File: src/rtl/dsp_mux_drv.sv
// Multiplexed N-digit 7-segment driver with an internal scan prescaler, PWM dimming,
// anti-ghosting dead time and frame-synchronous shadowing of the digit data.
module dsp_mux_drv #(
  parameter int unsigned DIGITS      = 8,
  parameter int unsigned SCAN_DIV    = 12500,
  parameter int unsigned DEAD        = 2,
  parameter int unsigned BRIGHT_W    = 4,
  parameter int unsigned AN_ACT_LOW  = 0,
  parameter int unsigned SEG_ACT_LOW = 0
) (
  input  logic                  clk,
  input  logic                  rst_n,
  input  logic [8*DIGITS-1:0]   d,
  input  logic [DIGITS-1:0]     blank,
  input  logic [BRIGHT_W-1:0]   bright,
  input  logic                  en,
  output logic [DIGITS-1:0]     an,
  output logic [7:0]            seg,
  output logic                  frame_start
);

  localparam int unsigned IDX_W = (DIGITS > 1) ? $clog2(DIGITS) : 1;
  localparam int unsigned PRE_W = (SCAN_DIV > 1) ? $clog2(SCAN_DIV) : 1;

  localparam logic [PRE_W-1:0]  PRE_LAST = PRE_W'(SCAN_DIV - 1);
  localparam logic [PRE_W-1:0]  DEAD_END = PRE_W'(DEAD);
  localparam logic [IDX_W-1:0]  IDX_LAST = IDX_W'(DIGITS - 1);
  localparam logic [DIGITS-1:0] AN_OFF   = (AN_ACT_LOW != 0) ? {DIGITS{1'b1}} : {DIGITS{1'b0}};
  localparam logic [7:0]        SEG_OFF  = (SEG_ACT_LOW != 0) ? 8'hFF : 8'h00;

  logic [PRE_W-1:0]    pre;
  logic [IDX_W-1:0]    idx;
  logic [BRIGHT_W-1:0] pw;
  logic [8*DIGITS-1:0] d_sh;
  logic [DIGITS-1:0]   blank_sh;
  logic [BRIGHT_W-1:0] bright_sh;

  logic                tick_c;
  logic                wrap_c;
  logic [7:0]          digit_c;
  logic [DIGITS-1:0]   onehot_c;
  logic                blank_c;
  logic                pwm_on_c;
  logic                act_c;

  assign tick_c = (pre == PRE_LAST);
  assign wrap_c = tick_c && (idx == IDX_LAST);

  // Slot prescaler and digit index
  always_ff @(posedge clk or negedge rst_n) begin
    if (!rst_n) begin
      pre <= '0;
      idx <= '0;
    end else begin
      if (tick_c) begin
        pre <= '0;
        idx <= (idx == IDX_LAST) ? '0 : idx + IDX_W'(1);
      end else begin
        pre <= pre + PRE_W'(1);
      end
    end
  end

  // Free-running PWM phase counter
  always_ff @(posedge clk or negedge rst_n) begin
    if (!rst_n) begin
      pw <= '0;
    end else begin
      pw <= pw + BRIGHT_W'(1);
    end
  end

  // Shadow copies only change at the frame boundary so a frame never tears
  always_ff @(posedge clk or negedge rst_n) begin
    if (!rst_n) begin
      d_sh        <= '0;
      blank_sh    <= '0;
      bright_sh   <= '0;
      frame_start <= 1'b0;
    end else begin
      frame_start <= wrap_c;
      if (wrap_c) begin
        d_sh      <= d;
        blank_sh  <= blank;
        bright_sh <= bright;
      end
    end
  end

  // Per-digit selection with constant indices only
  always_comb begin
    digit_c  = '0;
    onehot_c = '0;
    blank_c  = 1'b0;
    for (int i = 0; i < int'(DIGITS); i++) begin
      if (idx == IDX_W'(i)) begin
        digit_c     = d_sh[8*i +: 8];
        onehot_c[i] = 1'b1;
        blank_c     = blank_sh[i];
      end
    end
  end

  assign pwm_on_c = (bright_sh == {BRIGHT_W{1'b1}}) || (pw < bright_sh);
  assign act_c    = en && !blank_c && pwm_on_c && (pre >= DEAD_END);

  // Pin drivers, polarity folded into the register
  always_ff @(posedge clk or negedge rst_n) begin
    if (!rst_n) begin
      an  <= AN_OFF;
      seg <= SEG_OFF;
    end else begin
      an  <= act_c ? (onehot_c ^ AN_OFF) : AN_OFF;
      seg <= act_c ? (digit_c ^ SEG_OFF) : SEG_OFF;
    end
  end

endmodule
File: config.mk
export PLATFORM = sky130hd
export DESIGN_NAME = dsp_mux_drv
export DESIGN_NICKNAME = d
export VERILOG_FILES = /design/src/rtl/dsp_mux_drv.sv
export SDC_FILE = /design/constraint.sdc
export NUM_CORES = 1
export LEC_CHECK = 0
export ABC_AREA = 1
export BUFFER_PORTS_ARGS = -buffer_cell sky130_fd_sc_hd__buf_2
export CAP_MARGIN = 5
export CORE_UTILIZATION = 48
export DETAILED_ROUTE_END_ITERATION = 7
export GPL_TIMING_DRIVEN = 0
export PLACE_DENSITY_LB_ADDON = 0.12
export SLEW_MARGIN = 0
export SYNTH_ARGS = -nofsm -noshare
export SYNTH_HDL_FRONTEND = slang
export SYNTH_SLANG_ARGS = --single-unit
File: constraint.sdc
create_clock -name clk -period 1.75 [get_ports clk]
set_input_delay 0.175 -clock clk [delete_from_list [all_inputs] [get_ports clk]]
set_output_delay 0.175 -clock clk [all_outputs]
set_load 0.02 [all_outputs]
# After elaboration in Yosys (flattened, before gate mapping)
# Cells that the tools add are included.
# Widths: inputs -> output; s select.
classes:
  addsub: 3
  magnitude_cmp: 2
  eq_ne: 9
  muxes: 28
  reduce_logical: 7
op_table:
  columns: ["cell", "count"]
  rows:
  - ["$mux 8", 10]
  - ["$mux 1", 16]
  - ["$add 14x1->14 const B", 1]
  - ["$eq 14x14->1 const B", 1]
  - ["$ge 14x2->1 const B", 1]
  - ["$mux 14", 1]
  - ["$eq 3x3->1 const B", 4]
  - ["$eq 3x2->1 const B", 2]
  - ["$add 4x1->4 const B", 1]
  - ["$eq 4x4->1 const B", 1]
  - ["$logic_and 1x1->1", 4]
  - ["$lt 4x4->1", 1]
  - ["$add 3x1->3 const B", 1]
  - ["$eq 3x1->1 const B", 1]
  - ["$logic_not 3->1", 1]
  - ["$mux 3", 1]
  - ["$logic_not 1->1", 1]
  - ["$logic_or 1x1->1", 1]
totals:
  register_bits: 114
  in_bits: 79
  output_inout_bits: 17
  wordCells: 58

# Logic depth before layout (Yosys ltp)
# Gate-level depths: netlist of the first run.
logic_depth:
  depth_word: 14
  depth_mapped: 14

# Worst setup path before layout of the first run
# OpenSTA, ideal clock, no wires.
synth_path:
  path_kind: "register to register"
  start: "register idx[2]"
  end: "register seg[5]"
  setup_ns: 0.119
  t_arrival_ns: 1.747
  slack_ns: -0.116
  path_stages_with_launch: 12
  n_path_buf: 3
  path_cell_list: "dfrtp_1 > buf_2 > inv_2 > buf_2 > ha_1 > inv_1 > buf_1 > or2_2 > nand3_1 > nand2_1 > a21oi_1 > nor2_1"
synth_between:
  elab_chain_len: 14
  elab_cells_between_ends: 29
synth_rtl:
  columns: ["element", "line_no", "rtl"]
  rows:
  - ["start: declaration", "32", "logic [IDX_W-1:0] idx;"]
  - ["start signal: assignment", "57", "idx <= (idx == IDX_LAST) ? '0 : idx + IDX_W'(1);"]
  - ["$logic_not 3->1", "96", "if (idx == IDX_W'(i)) begin"]
  - ["$mux 1 (8 in a row)", "96", null]
  - ["$logic_not 1->1", "105", "assign act_c = en && !blank_c && pwm_on_c && (pre >= DEAD_END);"]
  - ["$logic_and 1x1->1 (3 in a row)", "105", null]
  - ["$mux 8 (*)", "114", "seg <= act_c ? (digit_c ^ SEG_OFF) : SEG_OFF;"]
  - ["end signal: assignment", "114", null]
  - ["end: declaration", "18", "output logic [7:0] seg,"]
# Every way passes the cells marked *; elsewhere a longest branch is shown, timed or not.
# A chain may end at the register's enable or synchronous reset.

# Worst setup path after layout of the first run
layout_path:
  start: "register idx[1]"
  end: "register seg[0]"
# The elaborated chain is that of the path after synthesis.

==> results of run 1 <==
routing by layer:
metal / vias up / global-route usage [%]
met4: 0 / 10.47
met1: 2575 / 34.11
met3: 35 / 6.992
met2: 181 / 45.13
met5: - / 0
li1: 2586 / -
metrics by stage:
step	instances	util (%)
floorplan	691	-
finish	1068	75.65
CTS	1054	71.28
global route	1068	75.65
global placement	926	55.72
detailed placement	927	56.03
cell usage after synthesis:
| cell | count |
|---|---|
| nand4_1 | 3 |
| clkbuf_1 | 3 |
| nor4_1 | 1 |
| inv_2 | 4 |
| dfrtp_1 | 114 |
| a21oi_2 | 1 |
| or2_2 | 16 |
| nor4_2 | 1 |
| inv_4 | 1 |
| xor2_1 | 5 |
| nor2_1 | 56 |
| nand2_1 | 298 |
| or2_0 | 1 |
| xnor2_1 | 1 |
| a21oi_1 | 17 |
| ha_1 | 12 |
| buf_6 | 3 |
| o21ai_0 | 20 |
| nand2_2 | 3 |
| buf_2 | 20 |
| and3_1 | 1 |
| inv_1 | 51 |
| nand3b_1 | 1 |
| nor3_1 | 5 |
| buf_1 | 1 |
| nand3_1 | 52 |
cell families after synthesis:
logic type / count (synthesis) / synth area share, %
buf+inv: 83 / 6.694
compound gates: 38 / 3.591
fa+ha+maj: 12 / 2.780
simple gates: 438 / 33.15
flops: 114 / 52.81
xor+xnor: 6 / 0.9729
where the power goes:
part / switching (mW) / internal, mW / total [mW] / leakage [nW]
registers: 0 / 2.64 / 2.64 / 1.17
clock network: 1.15 / 1.91 / 3.06 / 0.266
logic: 0.111 / 0.186 / 0.296 / 2.75
worst max-delay path by stage:
stage | startpoint | end | slack (ns) | cells after the start
4_1_cts | idx[1] | seg[2] | 0.0001 | 12
2_1_floorplan | idx[2] | seg[5] | 0.02 | 11
5_1_grt | idx[1] | seg[0] | -0.16 | 12
3_3_place_gp | rst_n | d_sh[54] | -0.86 | 1
3_5_place_dp | idx[1] | seg[4] | -0.36 | 12
6_report | idx[1] | seg[0] | -0.11 | 12
worst max-delay path, cell delays in order (launching register included):
cell and delay, ns:
dfrtp_1 0.40, inv_2 0.13, ha_4 0.16, buf_8 0.13
inv_4 0.04, nor2_4 0.21, nand2_1 0.11, nand3_2 0.09
nand3_1 0.10, nand3_1 0.12, nand2_2 0.08, a21oi_2 0.13
nor2_1 0.05
registers in the layout (all words and copies together) (netlist names):
register,count
d_sh,64
pre,14
an,8
blank_sh,8
seg,8
bright_sh,4
pw,4
idx,3
frame_start,1
final cells by class:
type                       count  area share (%)
buffer                        25           3.236
sequential                   114           34.67
inverter                      56           2.947
timing repair inverter         1         0.04557
timing repair buffer         205           19.19
clock inverter                 5          0.3038
tap                          140           2.127
clock buffer                  27           6.091
multi-input combinational    495           31.40
what timing repair did:
item / 4_1_cts / 5_1_grt
gates resized for setup: 64 / 102
endpoints found under the hold margin: 133 / 0
buffers inserted: 16 / 14
cloned: 3 / 1
pin swaps: 15 / 32
setup endpoints to repair: 93 / 96
hold buffers: 77 / 0
==> summary.txt, run 1 <==
Status -> complete, but fails checks
Failing checks -> setup timing
Total GRT Usage -> 27.21%
Setup slack after layout -> -0.1079 ns
FMAX -> 538.2 MHz
GRT Residual Overflow -> 0
Worst R2R Setup Slack -> -0.11 ns
WP data required -> 2.17 ns
DRT met1 WL -> 6795 µm
Clock H-tree levels -> 4
Slew headroom -> 62.49%
Final Instance Area -> 8237 µm²
P per Cell Area -> 728.4 nW/µm²
Vias per Instance -> 5.035
First-pass GRT wire length -> 23,740 µm
Share of cells above drive strength 1 -> 31.79%
Die W -> 108.1 µm
Max IR drop VDD -> 672.2 µV
Commonest non-fill, non-tap cell in the layout -> nand2_1
Vias -> 5,377
N_diodes -> 0
Final Hold Vio Count -> 0
Die ar. -> 11,680 µm²
Synthesized Nets -> 782
Largest net degree at the start of global routing -> 59
Final min period -> 1.858 ns
Post-synth top area share -> 52.81%
RSZ-0062 raised after global routing -> true
Worst slew pin tran -> 0.5627 ns
Fin. max-slew vios -> 0
Synth-to-layout area growth -> 52.49%
Leak -> 4.193 nW
#FFs+latches synth -> 114
Num ports -> 96
Placement Rows -> 38
Syn avg cell area -> 7.817 µm²
TritonCTS clock tree -> built
Vias in the first global route -> 5,115
Worst r2r src -> idx[1]
Skew final -> 0.01334 ns
Antenna Nets Post-Route -> 0
Core box area -> 10,890 µm²
Worst reg2reg endpoint -> seg[0]
Crit start category -> flip-flop
Num CTS Buffers -> 17
Mapped Cells -> 691
Area of the mapped netlist -> 5401 µm²
Initial DRC Count -> 309
Setup WS pre-CTS -> -0.3609 ns
Metal3 WL -> 769 µm
Count of warnings emitted by yosys -> 0
Max Cap Viol -> 0
Setup_tns -> -0.5770 ns
Total Power -> 6.000 mW
Worst EP arrival -> 2.28 ns
Final Cycle Share -> 106.2%
CP Capture Type -> flip-flop
Clock Tree Root -> clkbuf_8
Leading area contributor after synthesis -> dfrtp_1
DP HPWL -> 9466 µm
DRC errors left -> 0
Initial antenna violation count -> 0
Sink Count -> 114
Final hold slack -> 0.1802 ns
R2r worst-path depth -> 12
Layout Nets -> 1,006
Initial core utilization -> 49.61%
CP max FO -> 7
Worst-Skew Late Latency -> 0.54 ns
Clock-pin transition on the worst setup and hold timing paths -> 0.06 ns
Number of fill cells -> 763
Sequential share of the synthesized area -> 52.81%
Sequential cell area -> 2855 µm²
Die Y -> 108.1 µm
Port buffer count -> 95
CP Class -> flip-flop to flip-flop
Drt pass-1 iters -> 4
Placed Area -> 6101 µm²
Most frequent cells in the layout -> 274 x nand2_1, 112 x dfrtp_1, 100 x buf_2
Worst min path class -> primary input to async pin
DR WL met2 -> 7912 µm
Final setup viols -> 16
Final GP Congestion -> 0.9000
Area contributors post-synth -> dfrtp_1 53%, nand2_1 21%, nand3_1 4.8%
Multi-input gate area -> 2586 µm²
WL/cell -> 14.81 µm
Overall routed net length -> 15,810 µm
Synth cell types -> 26
Max layer used -> met4
CTS Buffer Depth -> 2
No activity file was read; power rests on OpenSTA's default activity.
==> inputs of run 2 (changes only) <==
--- a/config.mk
+++ b/config.mk
@@ -10,7 +10,6 @@
 export CAP_MARGIN = 5
 export CORE_UTILIZATION = 48
 export DETAILED_ROUTE_END_ITERATION = 7
-export GPL_TIMING_DRIVEN = 0
 export PLACE_DENSITY_LB_ADDON = 0.12
 export SLEW_MARGIN = 0
 export SYNTH_ARGS = -nofsm -noshare
==> run 2 against run 1 <==
  * The flow still finishes with violations (setup timing)
  * Maximum frequency rose by 5.8%
  * Clock-buffer cell count down 2
  * Global-route usage down 0.32 points
  * Hold slack worse by 0.059 ns
  * Power grew 2.6%
  * Sequential power barely moved
  * Design area fell by 5.3%
  * Largest power group unchanged
==> summary.txt, run 2 (synthesis gave the netlist of run 1 again) <==
Synth-to-layout area growth -> 44.43%
Highest cell delay on the worst timing path -> 0.45 ns
Setup_tns -> -0.02169 ns
Leak -> 3.959 nW
Max stage delay cell, worst path -> dfrtp_2
Max FFs per register -> 64
Die W -> 108.1 µm
Share of cells above drive strength 1 -> 24.56%
Die Y -> 108.1 µm
Drt pass-1 iters -> 5
GRT Residual Overflow -> 0
Most frequent CP cell -> ha_2
First-pass GRT wire length -> 23,580 µm
Total GRT Usage -> 26.89%
Max IR drop VDD -> 599.8 µV
CTS Buffer Depth -> 2
Number of fill cells -> 845
Core box area -> 10,890 µm²
Layout Nets -> 980
Final Hold Vio Count -> 0
Finished Core Util -> 71.65%
Clock Tree Root -> clkbuf_8
CP max FO -> 27
Final setup viols -> 6
Buf/Inv on CP -> 3
Skew final -> 0.006657 ns
Post-route insts no fill -> 1,040
WP data required -> 2.15 ns
Most frequent cells in the layout -> 294 x nand2_1, 113 x dfrtp_1, 94 x buf_2
Vias in the first global route -> 5,099
Largest net degree at the start of global routing -> 54
Placement Rows -> 38
Final GP Congestion -> 0.8780
Setup slack after layout -> -0.005994 ns
Final Cycle Share -> 100.3%
RSZ-0062 raised after global routing -> true
Initial DRC Count -> 321
CP Cell Sequence -> ha_2, ha_2, buf_4, nand2_2, clkinv_4, buf_16, nand2_1, o21ai_0
DP HPWL -> 9367 µm
Largest registers -> d_sh: 64 flops, pre: 14 flops
DRC errors left -> 0
WL/cell -> 14.21 µm
Final hold slack -> 0.1213 ns
Initial core utilization -> 49.61%
Clock-pin transition on the worst setup and hold timing paths -> 0.06 ns
N_diodes -> 0
P per Cell Area -> 789.2 nW/µm²
Initial antenna violation count -> 0
Antenna Nets Post-Route -> 0
Commonest non-fill, non-tap cell in the layout -> nand2_1
Worst slew pin tran -> 0.4225 ns
Die ar. -> 11,680 µm²
Overall routed net length -> 14,780 µm
Worst EP arrival -> 2.16 ns
Slew headroom -> 71.83%
CP Capture Type -> flip-flop
Vias -> 5,121
Worst min path class -> primary input to flip-flop
Num CTS Buffers -> 17
Multi-input gate area -> 2361 µm²
Port buffer count -> 95
Status -> complete, but fails checks
Max Cap Viol -> 0
Fin. max-slew vios -> 0
TritonCTS clock tree -> built
Biggest register -> d_sh
Sequential cell area -> 2854 µm²
CP top delay family -> buffers and inverters
Sink Count -> 114
Clock H-tree levels -> 4
Total Power -> 6.156 mW
CP Class -> flip-flop to flip-flop
Placed cells -> 927
Vias per Instance -> 4.924
Final min period -> 1.756 ns
FMAX -> 569.5 MHz
Failing checks -> setup timing
Crit start category -> flip-flop
Num ports -> 96
Worst-Skew Late Latency -> 0.53 ns
==> run 2: cell types whose count changed in the layout (fill, tap and decap cells not counted), sizes merged <==
cell | before | now
clkinvlp | 2 | 0
clkbuf | 31 | 26
bufinv | 0 | 1
nand2 | 302 | 301
buf | 149 | 128
==> run 2: final timing paths <==
check                        from        to  slack (ns)  cells after the start
setup / recovery           idx[0]  d_sh[12]      -0.006                      8
hold / removal                 en     an[0]        0.12                      5
setup reg to reg           idx[0]  d_sh[12]      -0.006                      8
hold reg to reg            pre[0]    pre[0]        0.47                      1
max in group asynchronous   rst_n    idx[0]        1.00                      3
min in group asynchronous   rst_n   d_sh[6]        0.13                      2
==> run 2: final cells by class <==
type	instances	share of cell area (%)
Timing Repair Buffer	206	20.95
Tap cell	140	2.245
Multi-Input combinational cell	494	30.26
Inverter	56	2.855
Clock inverter	5	0.6415
Clock buffer	25	6.464
Sequential cell	114	36.58
==> run 2: stage by stage <==
step,instance area [µm²],setup slack (ns)
floorplan,5416,0.01612
global placement,6193,0.04269
detailed placement,6193,-0.04178
CTS,7537,-0.009448
global route,7801,-0.1460
finish,7801,-0.005994
==> run 2: layer usage <==
layer,up-vias,global-route usage (%),share of wire (%)
li1,2524,-,-
met3,38,6.992,6.6
met4,0,12.23,3.0
met5,-,0,0
met1,2379,34.33,42
met2,180,42.90,48
==> run 2: timing repair <==
action / 4_1_cts / 5_1_grt
cloned: 0 / 1
resized for setup: 6 / 54
hold buffers: 77 / 0
endpoints found under the hold margin: 180 / 0
endpoints found under the setup margin: 18 / 95
setup buffers: 0 / 5
pin swaps: 0 / 8
==> run 2: report_power, final <==
part           internal, mW  total [mW]  switching (mW)
logic                 0.185       0.297           0.112
clock network          2.08        3.22            1.14
registers              2.64        2.64               0
total                  4.91        6.16            1.25
==> run 2: worst min-delay path: stages <==
cell     delay [ns]
buf_2          0.10
nand3_1        0.08
a21oi_2        0.06
nand2_4        0.15
nor2_2         0.04
